$ cat src/rtl/dmem_access.sv
// dmem_access
//
// Data-memory access stage sitting in front of the load-data extractor.
// Accepts load/store requests from execute, builds byte enables, replicates
// store data across the byte lanes, checks alignment and drives a
// ready/valid request onto the data bus. The completed access returns the
// raw read word together with its byte enable and funct3 op; lane select and
// sign/zero extension happen in the next stage.
//
// Parameters
//   TIMEOUT            bus-wait cycles before abort with resp_err_o (0 = never)
//
// Build option
//   MISALIGN_TRAP_EN   when defined, misaligned requests are trapped and
//                      reported through resp_misalign_o without a bus access;
//                      when undefined, the offending low address bits are
//                      dropped and the access proceeds normally.
//
// Ports
//   clk_i              clock
//   rst_ni             asynchronous active-low reset
//   req_valid_i/ready_o request handshake from execute (ready only in IDLE)
//   req_wr_i           1 = store, 0 = load
//   req_op_i           funct3: 000 b, 001 h, 010 w, 100 bu, 101 hu
//   req_addr_i         byte address
//   req_sdata_i        right-aligned store data
//   mem_valid_o/ready_i bus handshake
//   mem_addr_o         word-aligned bus address
//   mem_wdata_o        lane-replicated store data
//   mem_wstrb_o        byte strobes (0 for loads)
//   mem_rdata_i        read word, valid with mem_ready_i
//   resp_valid_o       one-cycle completion pulse
//   resp_ldata_o       raw captured read word (0 for stores)
//   resp_byteenable_o  byte enable of the completed access
//   resp_op_o          funct3 of the completed access
//   resp_err_o         bus timeout, qualified by resp_valid_o
//   resp_misalign_o    misaligned access trapped, qualified by resp_valid_o

module dmem_access #(
    parameter int unsigned TIMEOUT = 16
) (
    input  logic        clk_i,
    input  logic        rst_ni,
    input  logic        req_valid_i,
    output logic        req_ready_o,
    input  logic        req_wr_i,
    input  logic [2:0]  req_op_i,
    input  logic [31:0] req_addr_i,
    input  logic [31:0] req_sdata_i,
    output logic        mem_valid_o,
    input  logic        mem_ready_i,
    output logic [31:0] mem_addr_o,
    output logic [31:0] mem_wdata_o,
    output logic [3:0]  mem_wstrb_o,
    input  logic [31:0] mem_rdata_i,
    output logic        resp_valid_o,
    output logic [31:0] resp_ldata_o,
    output logic [3:0]  resp_byteenable_o,
    output logic [2:0]  resp_op_o,
    output logic        resp_err_o,
    output logic        resp_misalign_o
);

    localparam int unsigned CW = (TIMEOUT > 2) ? $clog2(TIMEOUT) : 1;
    localparam logic [CW-1:0] CNT_LAST = CW'((TIMEOUT == 0) ? 0 : TIMEOUT - 1);

    typedef enum logic [1:0] {
        IDLE = 2'd0,
        BUSY = 2'd1,
        RESP = 2'd2
    } state_e;

    state_e        state_q;
    logic [CW-1:0] waitCnt_q;
    logic          wr_q;
    logic [3:0]    byteEn_q;
    logic [2:0]    op_q;

    logic          memValid_q;
    logic [31:0]   memAddr_q;
    logic [31:0]   memWdata_q;
    logic [3:0]    memWstrb_q;
    logic          respValid_q;
    logic [31:0]   respLdata_q;
    logic [3:0]    respByteEn_q;
    logic [2:0]    respOp_q;
    logic          respErr_q;
    logic          respMisalign_q;

    logic          isByte;
    logic          isHalf;
    logic [3:0]    byteEn_d;
    logic [31:0]   wdata_d;
    logic          trapReq;
    logic          timeoutHit;

    // Only 00 (b/bu) and 01 (h/hu) in the low op bits select narrow accesses;
    // every other encoding, including the reserved ones, behaves as a word.
    assign isByte = (req_op_i[1:0] == 2'b00);
    assign isHalf = (req_op_i[1:0] == 2'b01);

    // Byte enable and store-data replication for the incoming request. The
    // bus address is always word aligned, so dropping misaligned low bits in
    // the non-trapping build only shows up here: a halfword keeps addr[1]
    // and a word always enables all four lanes.
    always_comb begin
        byteEn_d = 4'hF;
        wdata_d  = req_sdata_i;
        trapReq  = 1'b0;
        if (isByte) begin
            byteEn_d = 4'b0001 << req_addr_i[1:0];
            wdata_d  = {4{req_sdata_i[7:0]}};
        end else if (isHalf) begin
            byteEn_d = req_addr_i[1] ? 4'hC : 4'h3;
            wdata_d  = {2{req_sdata_i[15:0]}};
        end
`ifdef MISALIGN_TRAP_EN
        trapReq = isHalf ? req_addr_i[0] : (!isByte && (req_addr_i[1:0] != 2'b00));
`endif
    end

    assign timeoutHit = (TIMEOUT != 0) && (waitCnt_q == CNT_LAST);

    // Control FSM with all bus and response outputs registered. A bus
    // completion in the same cycle as timeout expiry takes priority.
    always_ff @(posedge clk_i or negedge rst_ni) begin
        if (!rst_ni) begin
            state_q        <= IDLE;
            waitCnt_q      <= '0;
            wr_q           <= 1'b0;
            byteEn_q       <= 4'h0;
            op_q           <= 3'b000;
            memValid_q     <= 1'b0;
            memAddr_q      <= 32'h0;
            memWdata_q     <= 32'h0;
            memWstrb_q     <= 4'h0;
            respValid_q    <= 1'b0;
            respLdata_q    <= 32'h0;
            respByteEn_q   <= 4'h0;
            respOp_q       <= 3'b000;
            respErr_q      <= 1'b0;
            respMisalign_q <= 1'b0;
        end else begin
            case (state_q)
                IDLE: begin
                    if (req_valid_i) begin
                        wr_q     <= req_wr_i;
                        op_q     <= req_op_i;
                        byteEn_q <= byteEn_d;
                        if (trapReq) begin
                            state_q        <= RESP;
                            respValid_q    <= 1'b1;
                            respMisalign_q <= 1'b1;
                            respErr_q      <= 1'b0;
                            respByteEn_q   <= 4'h0;
                            respLdata_q    <= 32'h0;
                            respOp_q       <= req_op_i;
                        end else begin
                            state_q    <= BUSY;
                            waitCnt_q  <= '0;
                            memValid_q <= 1'b1;
                            memAddr_q  <= {req_addr_i[31:2], 2'b00};
                            memWdata_q <= wdata_d;
                            memWstrb_q <= req_wr_i ? byteEn_d : 4'h0;
                        end
                    end
                end
                BUSY: begin
                    if (mem_ready_i || timeoutHit) begin
                        state_q      <= RESP;
                        memValid_q   <= 1'b0;
                        respValid_q  <= 1'b1;
                        respErr_q    <= !mem_ready_i;
                        respByteEn_q <= byteEn_q;
                        respOp_q     <= op_q;
                        respLdata_q  <= (mem_ready_i && !wr_q) ? mem_rdata_i : 32'h0;
                    end else begin
                        waitCnt_q <= waitCnt_q + 1'b1;
                    end
                end
                RESP: begin
                    state_q        <= IDLE;
                    respValid_q    <= 1'b0;
                    respErr_q      <= 1'b0;
                    respMisalign_q <= 1'b0;
                end
                default: begin
                    state_q <= IDLE;
                end
            endcase
        end
    end

    assign req_ready_o       = (state_q == IDLE);
    assign mem_valid_o       = memValid_q;
    assign mem_addr_o        = memAddr_q;
    assign mem_wdata_o       = memWdata_q;
    assign mem_wstrb_o       = memWstrb_q;
    assign resp_valid_o      = respValid_q;
    assign resp_ldata_o      = respLdata_q;
    assign resp_byteenable_o = respByteEn_q;
    assign resp_op_o         = respOp_q;
    assign resp_err_o        = respErr_q;
`ifdef MISALIGN_TRAP_EN
    assign resp_misalign_o   = respMisalign_q;
`else
    assign resp_misalign_o   = 1'b0;
    logic unusedMisalign;
    assign unusedMisalign = respMisalign_q;
`endif

endmodule

$ cat config.mk
export PLATFORM = sky130hd
export DESIGN_NAME = dmem_access
export DESIGN_NICKNAME = d
export VERILOG_FILES = /design/src/rtl/dmem_access.sv
export SDC_FILE = /design/constraint.sdc
export NUM_CORES = 1
export LEC_CHECK = 0
export CAP_MARGIN = 15
export CORE_UTILIZATION = 25
export DETAILED_ROUTE_END_ITERATION = 10
export PLACE_DENSITY = 0.54
export SYNTH_ARGS = -nofsm -noshare
export SYNTH_HDL_FRONTEND = slang
export SYNTH_SLANG_ARGS = --single-unit
$ cat constraint.sdc
create_clock -name clk_i -period 1.7 [get_ports clk_i]
set_input_delay 0.255 -clock clk_i [delete_from_list [all_inputs] [get_ports clk_i]]
set_output_delay 0.255 -clock clk_i [all_outputs]
set_load 0.02 [all_outputs]
==> metrics.txt <==
Worst Path Buf+Inv 1; Critical Path Sink Type primary output; CTS sink cnt 122; n_diodes 0; Synth cell types 30; Startpoint Class register; Seq cells post-synth 122; Initial Utilization 25.7%; clk root buf clkbuf_16; Setup CP Type reg2out; die area 20,800 um2; initial antenna violation count 0; Final Setup Violations 0; fin crit period 1660 ps; Final GP Congestion 0.719; initial DRC count 168; gr ovfl total 0; Max-cap violations 0; IO buf count 212; CTS clock-pin slew for the worst setup and hold paths 50 ps; CP top delay family buffers and inverters; Seq/Total Area, Yosys 60.4%; Clock Path Buffers 2; fmax 604 MHz; Setup Buffers After CTS 0; die width 144 um; total number of vias 4,342; Post-Syn Area 5060 um2; clk_lat worst skew 410 ps; io pins 216; total track usage 14.2%; WP data arrival 1400 ps; layout cells sized above 1 7.36%; Routed WL 14.4 mm; Nets 868; DIE HEIGHT 144 um; detailed placer's ending HPWL 9.91 mm; final cell count without fillers 1,039; placed cell count 1,008; number of global-route vias before repair 4,245; global-route wire length before repair 22.7 mm; Final Max Tran Viols 0; wire per inst 13.8 um; Synth Warn # 0; status complete, no violations; FF-to-FF Start waitCnt_q[0]; biggest cell delay along the critical path 640 ps; Hold WC Path Type in2async; Detail Route Antenna Nets 0; worst-path cell chain clkdlybuf4s50_1; final setup TNS 0 ps; unrepaired setup endpoints after global routing false; drt drc 0; PwrDens 1690 nW/um2; Util after Layout 41.6%; # fillers 1,975; via/cell ratio 4.18; Required @ worst endpoint 1440 ps; drt pass-1 iters 4; largest net degree at the start of global routing 61; Worst Path Max Fanout 2; Critical-path top delay cell clkdlybuf4s50_1; Core Area 19,700 um2; Placement Rows 51; worst vdd ir 817 uV; TritonCTS clock tree built; final worst-path cycle share 97.4%; Final Hold Viols 0; clock skew 10.7 ps; area grow syn2layout 61.5%; Avg Cell Area, Syn 9.21 um2; cell leakage power 3.90 nW; CP Launch Point mem_addr_o[6]; TritonCTS Buffers 17; Syn Inst Count 549; H-tree depth 4
## timing repair
action / 4_1_cts / 5_1_grt
hold endpoints to repair: 122 / 0
hold buffers: 1 / 0
gates resized for setup: 2 / 5
setup endpoints to repair: 2 / 4
## layout by cell type, fill, tap and decap left out, drive strengths merged, types with 2 or more instances in the layout
cell type,instances
dlymetal6s2s,3
inv,5
nand2b,2
mux2i,25
bufinv,2
o21ai,37
o211ai,2
nand2,247
nor2,14
nand3,36
clkdlybuf4s50,206
clkinv,5
clkbuf,23
conb,3
dfrtp,122
buf,17
a21oi,11
## state kept, by name, summed over array words and instances (netlist names), 4 cells and up
| signal | flops |
|---|---|
| resp_ldata_o | 32 |
| byteEn_q | 4 |
| mem_wdata_o | 32 |
| mem_addr_o | 30 |
| mem_wstrb_o | 4 |
| waitCnt_q | 4 |
| resp_byteenable_o | 4 |
## cell families after synthesis
family                     synth area share [%]
AOI/OAI and AO/OA                          5.89
adders and majority gates                 0.247
buffers and inverters                      4.30
DFF                                        60.4
muxes                                      4.95
and+or+nand+nor                            24.2
other                                    0.0741
## cell usage after synthesis
| library cell | count | area (um2) |
|---|---|---|
| o211a_1 | 1 | 10.0 |
| nand2b_2 | 1 | 8.76 |
| o211ai_1 | 2 | 15.0 |
| or3b_1 | 1 | 8.76 |
| and4_1 | 1 | 8.76 |
| and2_1 | 1 | 6.26 |
| nor2_2 | 1 | 6.26 |
| nand3b_1 | 1 | 7.51 |
| o21ai_0 | 36 | 180 |
| inv_1 | 4 | 15.0 |
| o21ai_2 | 1 | 8.76 |
| nand2b_1 | 1 | 6.26 |
| buf_6 | 3 | 33.8 |
| clkbuf_1 | 14 | 52.6 |
| nand2_1 | 247 | 927 |
| ha_1 | 1 | 12.5 |
| o21ba_2 | 1 | 10.0 |
| a21oi_1 | 11 | 55.1 |
| a31oi_1 | 1 | 6.26 |
| mux2i_1 | 25 | 250 |
| buf_4 | 7 | 52.6 |
| dfrtp_1 | 122 | 3050 |
| a211oi_2 | 1 | 12.5 |
| or2_1 | 1 | 6.26 |
| conb_1 | 1 | 3.75 |
| nand3_1 | 36 | 180 |
| nor3b_1 | 1 | 7.51 |
| nor2_1 | 13 | 48.8 |
| inv_2 | 1 | 3.75 |
| buf_2 | 12 | 60.1 |
## worst paths after layout
check | endpoint | slack, ps | cells past startpoint
worst max-delay path | mem_addr_o[6] | 40 | 1
worst min-delay path | resp_ldata_o[8] | 190 | 2
worst max register to register | resp_ldata_o[2] | 170 | 7
worst min register to register | resp_op_o[2] | 460 | 2
max in group asynchronous | mem_addr_o[20] | 890 | 3
min in group clk_i | mem_addr_o[5] | 370 | 3
## per-layer routing
metal | GRT usage [%] | vias to the layer above | routed length, um
met3 | 5.30 | 11 | 1080
met5 | 0 | - | 0
met2 | 21.9 | 132 | 6620
met1 | 18.2 | 2015 | 6530
li1 | - | 2184 | -
met4 | 4.65 | 0 | 145
## per-stage QoR
stage	area [um2]	hold WS (ps)	total power (W)	worst slack, ps
floorplan	5060	-40.6	0.00733	217
global placement	7570	73.0	0.0103	19.4
detailed placement	7570	72.7	0.0103	0.228
CTS	8160	183	0.0140	21.7
global route	8170	194	0.0146	0.763
finish	8170	195	0.0138	44.6
## report_power, final
part	internal (W)	switching (W)	leakage, nW
logic	0.00257	0.00294	2.06
clock network	0.00232	0.00125	0.293
registers	0.00406	0.000631	1.54
## final cells by class
| cell class | count | area [um2] | share of cell area (%) |
|---|---|---|---|
| flip-flops and latches | 122 | 3050 | 37.4 |
| repair buffers | 229 | 2380 | 29.1 |
| multi-input cells | 388 | 1800 | 22.0 |
| clock buffers | 22 | 494 | 6.05 |
| well taps | 265 | 332 | 4.06 |
| clock inverters | 8 | 92.6 | 1.13 |
| inverters | 5 | 18.8 | 0.230 |
Note: power is estimated with default switching activity, not from simulation.
